File: src/rtl/lfm_nco_pkg.sv
// Shared types, constants and table helpers for the chirp-capable I/Q NCO.
package lfm_nco_pkg;

  typedef enum logic [1:0] {
    IDLE  = 2'd0,
    RUN   = 2'd1,
    FLUSH = 2'd2
  } state_t;

  localparam logic [1:0] QUAD_0 = 2'd0;
  localparam logic [1:0] QUAD_1 = 2'd1;
  localparam logic [1:0] QUAD_2 = 2'd2;
  localparam logic [1:0] QUAD_3 = 2'd3;

  localparam int NCO_LAT = 3;

  function automatic int lut_depth(input int addr_w);
    return 32'sd1 <<< (addr_w - 32'sd2);
  endfunction

  // Half-sample offset keeps sin/cos symmetric so quadrant folding is exact.
  function automatic int sine_entry(input int k, input int addr_w, input int data_w);
    real amp;
    real ang;
    real v;
    amp = real'((32'sd1 <<< (data_w - 32'sd1)) - 32'sd1);
    ang = 2.0 * 3.14159265358979323846 * (real'(k) + 0.5) / real'(32'sd1 <<< addr_w);
    v   = amp * $sin(ang);
    if (v >= 0.0) begin
      return $rtoi(v + 0.5);
    end else begin
      return -$rtoi(0.5 - v);
    end
  endfunction

endpackage

File: src/rtl/lfm_iq_nco_lut.sv
// Quarter-wave sine table with two synchronous read ports (ROM-style, no reset).
module quarter_sine_lut
  import lfm_nco_pkg::*;
#(
  parameter int ADDR_W = 10,
  parameter int DATA_W = 12
) (
  input  logic                     clk,
  input  logic [ADDR_W-3:0]        addr_a_i,
  input  logic [ADDR_W-3:0]        addr_b_i,
  output logic signed [DATA_W-1:0] data_a_o,
  output logic signed [DATA_W-1:0] data_b_o
);

  localparam int Q = lut_depth(ADDR_W);

  logic signed [DATA_W-1:0] rom_s [Q];

  for (genvar k = 0; k < Q; k++) begin : g_rom
    assign rom_s[k] = DATA_W'(sine_entry(k, ADDR_W, DATA_W));
  end

  // Registered reads on both ports.
  always_ff @(posedge clk) begin
    data_a_o <= rom_s[addr_a_i];
    data_b_o <= rom_s[addr_b_i];
  end

endmodule

File: src/rtl/lfm_iq_nco.sv
// Burst I/Q generator: phase/FCW accumulators, optional chirp, quarter-wave
// folding and a gated output of pulse_len samples per accepted start.
module lfm_iq_nco
  import lfm_nco_pkg::*;
#(
  parameter int PHASE_W = 32,
  parameter int ADDR_W  = 10,
  parameter int DATA_W  = 12,
  parameter int LEN_W   = 16
) (
  input  logic                     clk,
  input  logic                     rst,
  input  logic                     start,
  input  logic                     mode,
  input  logic [PHASE_W-1:0]       fcw_start,
  input  logic [PHASE_W-1:0]       chirp_rate,
  input  logic [PHASE_W-1:0]       phase_off,
  input  logic [LEN_W-1:0]         pulse_len,
  output logic                     busy,
  output logic                     done,
  output logic                     valid,
  output logic signed [DATA_W-1:0] i_out,
  output logic signed [DATA_W-1:0] q_out
);

  localparam int IDX_W = ADDR_W - 2;

  state_t               state_q, state_d;
  logic                 mode_q, mode_d;
  logic [PHASE_W-1:0]   phase_q, phase_d;
  logic [PHASE_W-1:0]   fcw_q, fcw_d;
  logic [PHASE_W-1:0]   rate_q, rate_d;
  logic [LEN_W-1:0]     cnt_q, cnt_d;
  logic                 issue_s, last_issue_s;

  logic                 v1_q, last1_q;
  logic [ADDR_W-1:0]    addr1_q;
  logic [IDX_W-1:0]     idx1_s;
  logic                 v2_q, last2_q;
  logic [1:0]           quad2_q;
  logic signed [DATA_W-1:0] a_s, b_s, i_fold_s, q_fold_s;
  logic                 v3_q, last3_q;
  logic signed [DATA_W-1:0] i3_q, q3_q;

  logic                 busy_q, done_q, valid_q;
  logic signed [DATA_W-1:0] i_q, q_q;

  assign idx1_s = addr1_q[IDX_W-1:0];

  // Next-state, accumulator and sample-issue logic.
  always_comb begin
    state_d      = state_q;
    mode_d       = mode_q;
    phase_d      = phase_q;
    fcw_d        = fcw_q;
    rate_d       = rate_q;
    cnt_d        = cnt_q;
    issue_s      = 1'b0;
    last_issue_s = 1'b0;
    case (state_q)
      IDLE: begin
        if (start && (pulse_len != {LEN_W{1'b0}})) begin
          mode_d  = mode;
          phase_d = phase_off;
          fcw_d   = fcw_start;
          rate_d  = chirp_rate;
          cnt_d   = pulse_len;
          state_d = RUN;
        end else begin
          state_d = IDLE;
        end
      end
      RUN: begin
        issue_s      = 1'b1;
        last_issue_s = (cnt_q == LEN_W'(1'b1));
        phase_d      = phase_q + fcw_q;
        cnt_d        = cnt_q - LEN_W'(1'b1);
        if (mode_q) begin
          fcw_d = fcw_q + rate_q;
        end else begin
          fcw_d = fcw_q;
        end
        if (last_issue_s) begin
          state_d = FLUSH;
        end else begin
          state_d = RUN;
        end
      end
      FLUSH: begin
        if (done_q) begin
          state_d = IDLE;
        end else begin
          state_d = FLUSH;
        end
      end
      default: state_d = IDLE;
    endcase
  end

  // Control and accumulator registers.
  always_ff @(posedge clk or posedge rst) begin
    if (rst) begin
      state_q <= IDLE;
      mode_q  <= 1'b0;
      phase_q <= {PHASE_W{1'b0}};
      fcw_q   <= {PHASE_W{1'b0}};
      rate_q  <= {PHASE_W{1'b0}};
      cnt_q   <= {LEN_W{1'b0}};
    end else begin
      state_q <= state_d;
      mode_q  <= mode_d;
      phase_q <= phase_d;
      fcw_q   <= fcw_d;
      rate_q  <= rate_d;
      cnt_q   <= cnt_d;
    end
  end

  quarter_sine_lut #(
    .ADDR_W (ADDR_W),
    .DATA_W (DATA_W)
  ) u_lut (
    .clk      (clk),
    .addr_a_i (idx1_s),
    .addr_b_i (~idx1_s),
    .data_a_o (a_s),
    .data_b_o (b_s)
  );

  // Quadrant folding: a is sin of the in-quadrant angle, b its complement.
  always_comb begin
    i_fold_s = b_s;
    q_fold_s = a_s;
    case (quad2_q)
      QUAD_0:  begin q_fold_s = a_s;  i_fold_s = b_s;  end
      QUAD_1:  begin q_fold_s = b_s;  i_fold_s = -a_s; end
      QUAD_2:  begin q_fold_s = -a_s; i_fold_s = -b_s; end
      QUAD_3:  begin q_fold_s = -b_s; i_fold_s = a_s;  end
      default: begin q_fold_s = a_s;  i_fold_s = b_s;  end
    endcase
  end

  // Address, LUT-tag and fold stages plus the gated output register.
  always_ff @(posedge clk or posedge rst) begin
    if (rst) begin
      v1_q    <= 1'b0;
      last1_q <= 1'b0;
      addr1_q <= {ADDR_W{1'b0}};
      v2_q    <= 1'b0;
      last2_q <= 1'b0;
      quad2_q <= 2'd0;
      v3_q    <= 1'b0;
      last3_q <= 1'b0;
      i3_q    <= {DATA_W{1'b0}};
      q3_q    <= {DATA_W{1'b0}};
      valid_q <= 1'b0;
      done_q  <= 1'b0;
      busy_q  <= 1'b0;
      i_q     <= {DATA_W{1'b0}};
      q_q     <= {DATA_W{1'b0}};
    end else begin
      v1_q    <= issue_s;
      last1_q <= last_issue_s;
      addr1_q <= phase_q[PHASE_W-1 -: ADDR_W];
      v2_q    <= v1_q;
      last2_q <= last1_q;
      quad2_q <= addr1_q[ADDR_W-1 -: 2];
      v3_q    <= v2_q;
      last3_q <= last2_q;
      i3_q    <= i_fold_s;
      q3_q    <= q_fold_s;
      valid_q <= v3_q;
      done_q  <= v3_q && last3_q;
      busy_q  <= (state_q != IDLE) && !done_q;
      i_q     <= v3_q ? i3_q : {DATA_W{1'b0}};
      q_q     <= v3_q ? q3_q : {DATA_W{1'b0}};
    end
  end

  assign busy  = busy_q;
  assign done  = done_q;
  assign valid = valid_q;
  assign i_out = i_q;
  assign q_out = q_q;

endmodule

File: config.mk
export PLATFORM = sky130hd
export DESIGN_NAME = lfm_iq_nco
export DESIGN_NICKNAME = d
export VERILOG_FILES = /design/src/rtl/lfm_nco_pkg.sv /design/src/rtl/lfm_iq_nco_lut.sv /design/src/rtl/lfm_iq_nco.sv
export SDC_FILE = /design/constraint.sdc
export NUM_CORES = 1
export LEC_CHECK = 0
export CAP_MARGIN = 30
export CORE_ASPECT_RATIO = 2
export CORE_MARGIN = 2
export CORE_UTILIZATION = 45
export DETAILED_ROUTE_END_ITERATION = 8
export PLACE_DENSITY = 0.66
export REMOVE_ABC_BUFFERS = 1
export SLEW_MARGIN = 20
export SYNTH_ARGS = -nofsm -noshare
export SYNTH_HDL_FRONTEND = slang
export SYNTH_HIERARCHICAL = 1
export SYNTH_SLANG_ARGS = --single-unit
File: constraint.sdc
create_clock -name clk -period 13.58 [get_ports clk]
set_clock_uncertainty 0.2 [all_clocks]
set_input_delay 3.395 -clock clk [delete_from_list [all_inputs] [get_ports clk]]
set_output_delay 3.395 -clock clk [all_outputs]
set_load 0.005 [all_outputs]
==> results of run 1 <==
## synthesized netlist by cell type, types with 47 or more instances
cell | count | area, um2
a21oi_1 | 210 | 1050
a31oi_1 | 61 | 382
buf_2 | 47 | 235
clkbuf_1 | 81 | 304
dfrtp_1 | 184 | 4600
ha_1 | 94 | 1180
inv_1 | 47 | 176
nand2_1 | 334 | 1250
nand3_1 | 52 | 260
nor2_1 | 171 | 642
nor3_1 | 55 | 275
o21ai_0 | 160 | 801
xnor2_1 | 47 | 412
## registers in the layout, summed over array words and instances, names as in the netlist, 12 cells and up
name / flops
q_out: 12
q3_q: 12
cnt_q: 16
i_out: 12
fcw_q: 32
phase_q: 32
rate_q: 32
i3_q: 12
## critical path, stage by stage
cell and delay, ns:
clkdlybuf4s50_1 0.42, nor4_1 0.35, nand4_1 0.23, and3_4 0.31, buf_4 0.35, nor2_2 0.20
buf_4 0.35, a22oi_1 0.12, o21ai_0 0.12
## per-layer routing
layer	routed length, um	GRT usage, %	vias to the layer above
li1	-	-	8212
met5	0	0	-
met2	37400	65.3	860
met1	22400	32.5	8615
met3	3900	5.13	363
met4	8730	33.3	0
## area by class of cell
type | count | area, um2 | area share [%]
repair buffers | 176 | 1740 | 8.83
flip-flops and latches | 206 | 5050 | 25.6
clock inverters | 7 | 77.6 | 0.393
well taps | 520 | 651 | 3.30
clock buffers | 29 | 564 | 2.86
inverters | 53 | 206 | 1.05
diodes | 2 | 5.00 | 0.0254
multi-input cells | 1805 | 11400 | 57.9
## placed cells by master (no fill, tap or decap), drive strengths merged, types with 13 or more instances in the layout
master	count
nand2	334
a21oi	210
dfrtp	184
nor2	174
o21ai	173
clkdlybuf4s50	142
ha	94
a31oi	61
nor3	56
nand3	52
inv	51
xnor2	47
and2	44
nand2b	38
o211ai	33
nor2b	33
clkbuf	32
a21o	31
buf	31
a211oi	26
mux4	23
dfxtp	22
xor2	22
and3	21
o22ai	20
nor4	17
or3	17
o311ai	17
a221oi	16
mux2i	15
a22oi	14
o31ai	14
nand4	13
nor3b	13
## metrics by stage
step / utilization, % / hold slack, ns
floorplan: - / 0.131
global route: 51.2 / 0.163
global placement: 49.1 / 0.140
CTS: 50.9 / 0.145
detailed placement: 49.2 / 0.137
finish: 51.2 / 0.137
## worst max-delay path by stage
stage | start | end
2_1_floorplan | rst | addr1_q[0]$_DFF_PP0_
3_3_place_gp | pulse_len[0] | phase_q[31]$_DFFE_PP0P_
3_5_place_dp | pulse_len[5] | fcw_q[28]$_DFFE_PP0P_
4_1_cts | pulse_len[5] | fcw_q[28]$_DFFE_PP0P_
5_1_grt | pulse_len[8] | fcw_q[27]$_DFFE_PP0P_
6_report | pulse_len[8] | fcw_q[28]$_DFFE_PP0P_
## logic make-up after synthesis
| group | Yosys count | share of synthesized area, % |
|---|---|---|
| other | 1 | 0.0215 |
| and+or+nand+nor | 850 | 23.1 |
| DFF | 206 | 28.9 |
| adders and majority gates | 97 | 7.02 |
| AOI/OAI and AO/OA | 741 | 27.1 |
| muxes | 46 | 4.34 |
| xor gates and xnor gates | 69 | 3.61 |
| buffers and inverters | 227 | 6.02 |
## power breakdown
part | switching, uW | internal [uW]
sequential | 0.163 | 613
clock | 255 | 311
combinational | 19.7 | 31.7
total | 275 | 955
==> results.json, run 1 <==
{
  "cts_hold_buf": 0,
  "place.gp.congestion": 1.08,
  "drive_gt1_share_pct": 6.06,
  "area_delta_synth_final_pct": 12.8,
  "fin_nets": 2474,
  "hold_class": "flip-flop to flip-flop",
  "holdCritStartpoint": "addr1_q[9]$_DFF_PP0_",
  "period_share_pct": 41.9,
  "port_buffers": 142,
  "ir_drop_mv": 0.0797,
  "rsz0062_at_grt": "no",
  "setup_slack_ns": 7.89,
  "start_util_pct": 45.3,
  "drc": 0,
  "viasPerCell": 6.45,
  "holdPathEnd": "quad2_q[1]$_DFF_PP0_",
  "outcome": "complete, no violations",
  "yosys_most_used_dff": "dfrtp_1",
  "path_clk_slew_ns": 0.07,
  "h-tree-depth": 1,
  "cp-end-kind": "flip-flop",
  "slew_violations": 0,
  "cts_buffers": 20,
  "tritoncts": "yes",
  "grt_pass1_wl_um": 108000,
  "syn_area_mm2": 0.0175,
  "cp.required_ns": 13.81,
  "hold_path_depth": 0,
  "dp_cells": 2754,
  "p_leak_uw": 0.00814,
  "r2r_setup_slack_ns": 9.05,
  "worstPathMaxFanout": 70,
  "vias": 18100,
  "first_global_vias": 17900,
  "synthArstFlopShare_pct": 89.3,
  "fillCellCount": 3779,
  "wl_per_cell_um": 25.9,
  "grt_overflow_total": 0,
  "detailedPlace.worstSlack_ns": 7.37,
  "die_w_um": 143,
  "maxCapViolCount": 0,
  "io_pins": 143,
  "antenna_left": 0,
  "dr.pass1.iters": 6,
  "ys_seq_elements": 206,
  "rr_worst_depth": 12,
  "arrival_ns": 5.92,
  "reg2reg_to": "u_lut/data_b_o[3]$_DFF_P_",
  "worst_slew_pin_slew_ns": 1.08,
  "max_slew_margin_pct": 27.2,
  "clkLatencyLatePin_ns": 0.53,
  "post_cts_buffers": 0,
  "drt_iter0_drc": 1594,
  "fp.coreArea_mm2": 0.0385,
  "cts_buffer_depth": 3,
  "regToRegStartpoint": "addr1_q[1]$_DFF_PP0_",
  "fin_cells": 2798,
  "drt-total-wl_um": 72500,
  "yosysSeqAreaShare_pct": 28.9,
  "grt_max_degree": 132,
  "syn_inst": 2237,
  "place_area_mm2": 0.0190,
  "gr-usage-all-layers_pct": 35.4,
  "post_cts_resized": 0,
  "cp-start-kind": "primary input",
  "worst-setup-path-type": "primary input to flip-flop",
  "tns_ns": 0,
  "clock-sinks": 206,
  "antenna_found_initial": 3,
  "final_area_mm2": 0.0197,
  "rows": 102,
  "max_freq_mhz": 176,
  "die_h_um": 283,
  "hold_viol_final": 0,
  "total_power_uw": 1230,
  "synth.avg_cell_area_um2": 7.81,
  "setup_violations": 0,
  "synth_edf_count": 0,
  "ys_warn_count": 6,
  "power_density_mw_per_mm2": 62.4,
  "hpwl_um": 52900,
  "cts-root-buf": "clkbuf_16",
  "die_area_mm2": 0.0405,
  "period_needed_ns": 5.69,
  "ys_types": 100
}
(Power assumes the default switching activity.)
==> run 2, diff against run 1 <==
PLACE_DENSITY = 0.69   (was 0.66)
clock period = 5.1 ns   (was 13.58 ns; I/O delays follow)
==> results.json, run 2 (synthesis gave the netlist of run 1 again) <==
{
  "max_slew_margin_pct": 33.9,
  "internal_power_uw": 2620,
  "mostFrequentLayoutCells": "nand2_1 (334), a21oi_1 (210), dfrtp_1 (180)",
  "fin_nets": 2499,
  "reg_top3": "fcw_q (32), phase_q (32), rate_q (32)",
  "drive_gt1_share_pct": 7.08,
  "area_delta_synth_final_pct": 14.0,
  "start_util_pct": 45.3,
  "worst-path-buf-inv": 4,
  "io_pins": 143,
  "drc": 0,
  "p_seq_share_pct": 48.1,
  "arrival_ns": 4.25,
  "cts-root-buf": "clkbuf_16",
  "hpwl_um": 55700,
  "setup_slack_ns": 1.00,
  "fp.coreArea_mm2": 0.0385,
  "grt_overflow_total": 0,
  "dr.pass1.iters": 7,
  "clkLatencyLatePin_ns": 0.53,
  "viasPerCell": 6.63,
  "h-tree-depth": 1,
  "worst-setup-path-type": "flip-flop to flip-flop",
  "detailedPlace.worstSlack_ns": 1.19,
  "cts_buffer_depth": 3,
  "post_cts_resized": 0,
  "maxCapViolCount": 0,
  "place_area_mm2": 0.0192,
  "port_buffers": 142,
  "cp-end-kind": "flip-flop",
  "power_density_mw_per_mm2": 170,
  "critPathMaxStageDelay_ns": 0.75,
  "drt-total-wl_um": 77200,
  "hold_viol_final": 0,
  "grt_max_degree": 104,
  "first_global_vias": 18900,
  "rows": 102,
  "die_area_mm2": 0.0405,
  "rsz0062_at_grt": "no",
  "cp.required_ns": 5.25,
  "clock-sinks": 206,
  "cts_buffers": 20,
  "max_freq_mhz": 244,
  "place.gp.congestion": 1.07,
  "die_h_um": 283,
  "final_area_mm2": 0.0199,
  "gr-usage-all-layers_pct": 37.8,
  "cts_hold_buf": 0,
  "p_leak_uw": 0.00829,
  "slowest_stage": "a21oi_1",
  "mostFrequentLayoutCell": "nand2_1",
  "die_w_um": 143,
  "hold_class": "flip-flop to flip-flop",
  "post_cts_buffers": 0,
  "p_sw_share_pct": 22.8,
  "outcome": "complete, no violations",
  "combinationalPowerShare_pct": 4.1,
  "worstPathMaxFanout": 15,
  "vias": 18700,
  "wl_per_cell_um": 27.3,
  "antenna_left": 0,
  "drt_iter0_drc": 1799,
  "slew_violations": 0,
  "path_clk_slew_ns": 0.07,
  "ir_drop_mv": 0.186,
  "worst_slew_pin_slew_ns": 0.992,
  "setup_violations": 0,
  "tritoncts": "yes",
  "grt_pass1_wl_um": 114000,
  "cp-start-kind": "flip-flop",
  "period_share_pct": 80.4,
  "cp_top_family": "compound AO/OA/AOI/OAI gates",
  "period_needed_ns": 4.10,
  "antenna_found_initial": 3,
  "crit_path_cell_trace": "inv_1 -> inv_1 -> buf_4 -> ha_1 -> buf_4 -> nor2_1 -> or3_1 -> a21oi_1 -> a21oi_1 -> a31oi_1 -> a31oi_1",
  "pwr-share-clk_pct": 47.8,
  "p_switching_uw": 774
}
## run 2: cell count changes in the layout (fill, tap and decap cells not counted), sizes merged
cell / change
buf: +27
clkbuf: -2
clkinvlp: -1
diode: +1
inv: +1
## run 2: final timing paths
check | start | endpoint | slack, ns | cells past startpoint
worst max register to register | addr1_q[0]$_DFF_PP0_ | u_lut/data_b_o[3]$_DFF_P_ | 1.00 | 11
min in group asynchronous | rst | cnt_q[10]$_DFFE_PP0P_ | 1.02 | 2
worst max-delay path | addr1_q[0]$_DFF_PP0_ | u_lut/data_b_o[3]$_DFF_P_ | 1.00 | 11
worst min register to register | v2_q$_DFF_PP0_ | v3_q$_DFF_PP0_ | 0.15 | 0
max in group asynchronous | rst | q_out[1]$_DFF_PP0_ | 2.67 | 3
worst min-delay path | v2_q$_DFF_PP0_ | v3_q$_DFF_PP0_ | 0.15 | 0
## run 2: routing by layer
metal | routed length, um | GRT usage [%] | vias to the layer above
met5 | 19 | 0 | -
met4 | 9750 | 39.1 | 2
met3 | 5460 | 7.75 | 468
met2 | 38800 | 67.4 | 1050
met1 | 23100 | 33.7 | 8947
li1 | - | - | 8267
## run 2: area by class of cell
class                      instances  area (um2)
fill                            3799       18600
multi-input combinational       1805       11400
sequential                       206        5050
timing repair buffer             201        1900
tap                              520         651
clock buffer                      29         617
inverter                          53         206
clock inverter                     7        78.8
antenna                            3        7.51
## run 2: power by group through the flow
stage | logic [uW] | registers, uW | clock network [uW]
after detailed placement | 138 | 1660 | 0
final | 138 | 1630 | 1620
after floorplan | 25.6 | 1660 | 0
after CTS | 140 | 1630 | 1640
after global routing | 148 | 1630 | 1700
after global placement | 138 | 1660 | 0
## run 2: through the flow
stage | power [uW] | hold WS [ns] | std cells | util (%) | TNS, ns
after floorplan | 1690 | 0.131 | 2064 | - | -253.42
after global placement | 1800 | 0.140 | 2783 | 49.8 | 0
after detailed placement | 1800 | 0.139 | 2783 | 49.8 | 0
after CTS | 3410 | 0.154 | 2819 | 51.6 | 0
after global routing | 3480 | 0.158 | 2822 | 51.7 | 0
final | 3390 | 0.148 | 2824 | 51.7 | 0
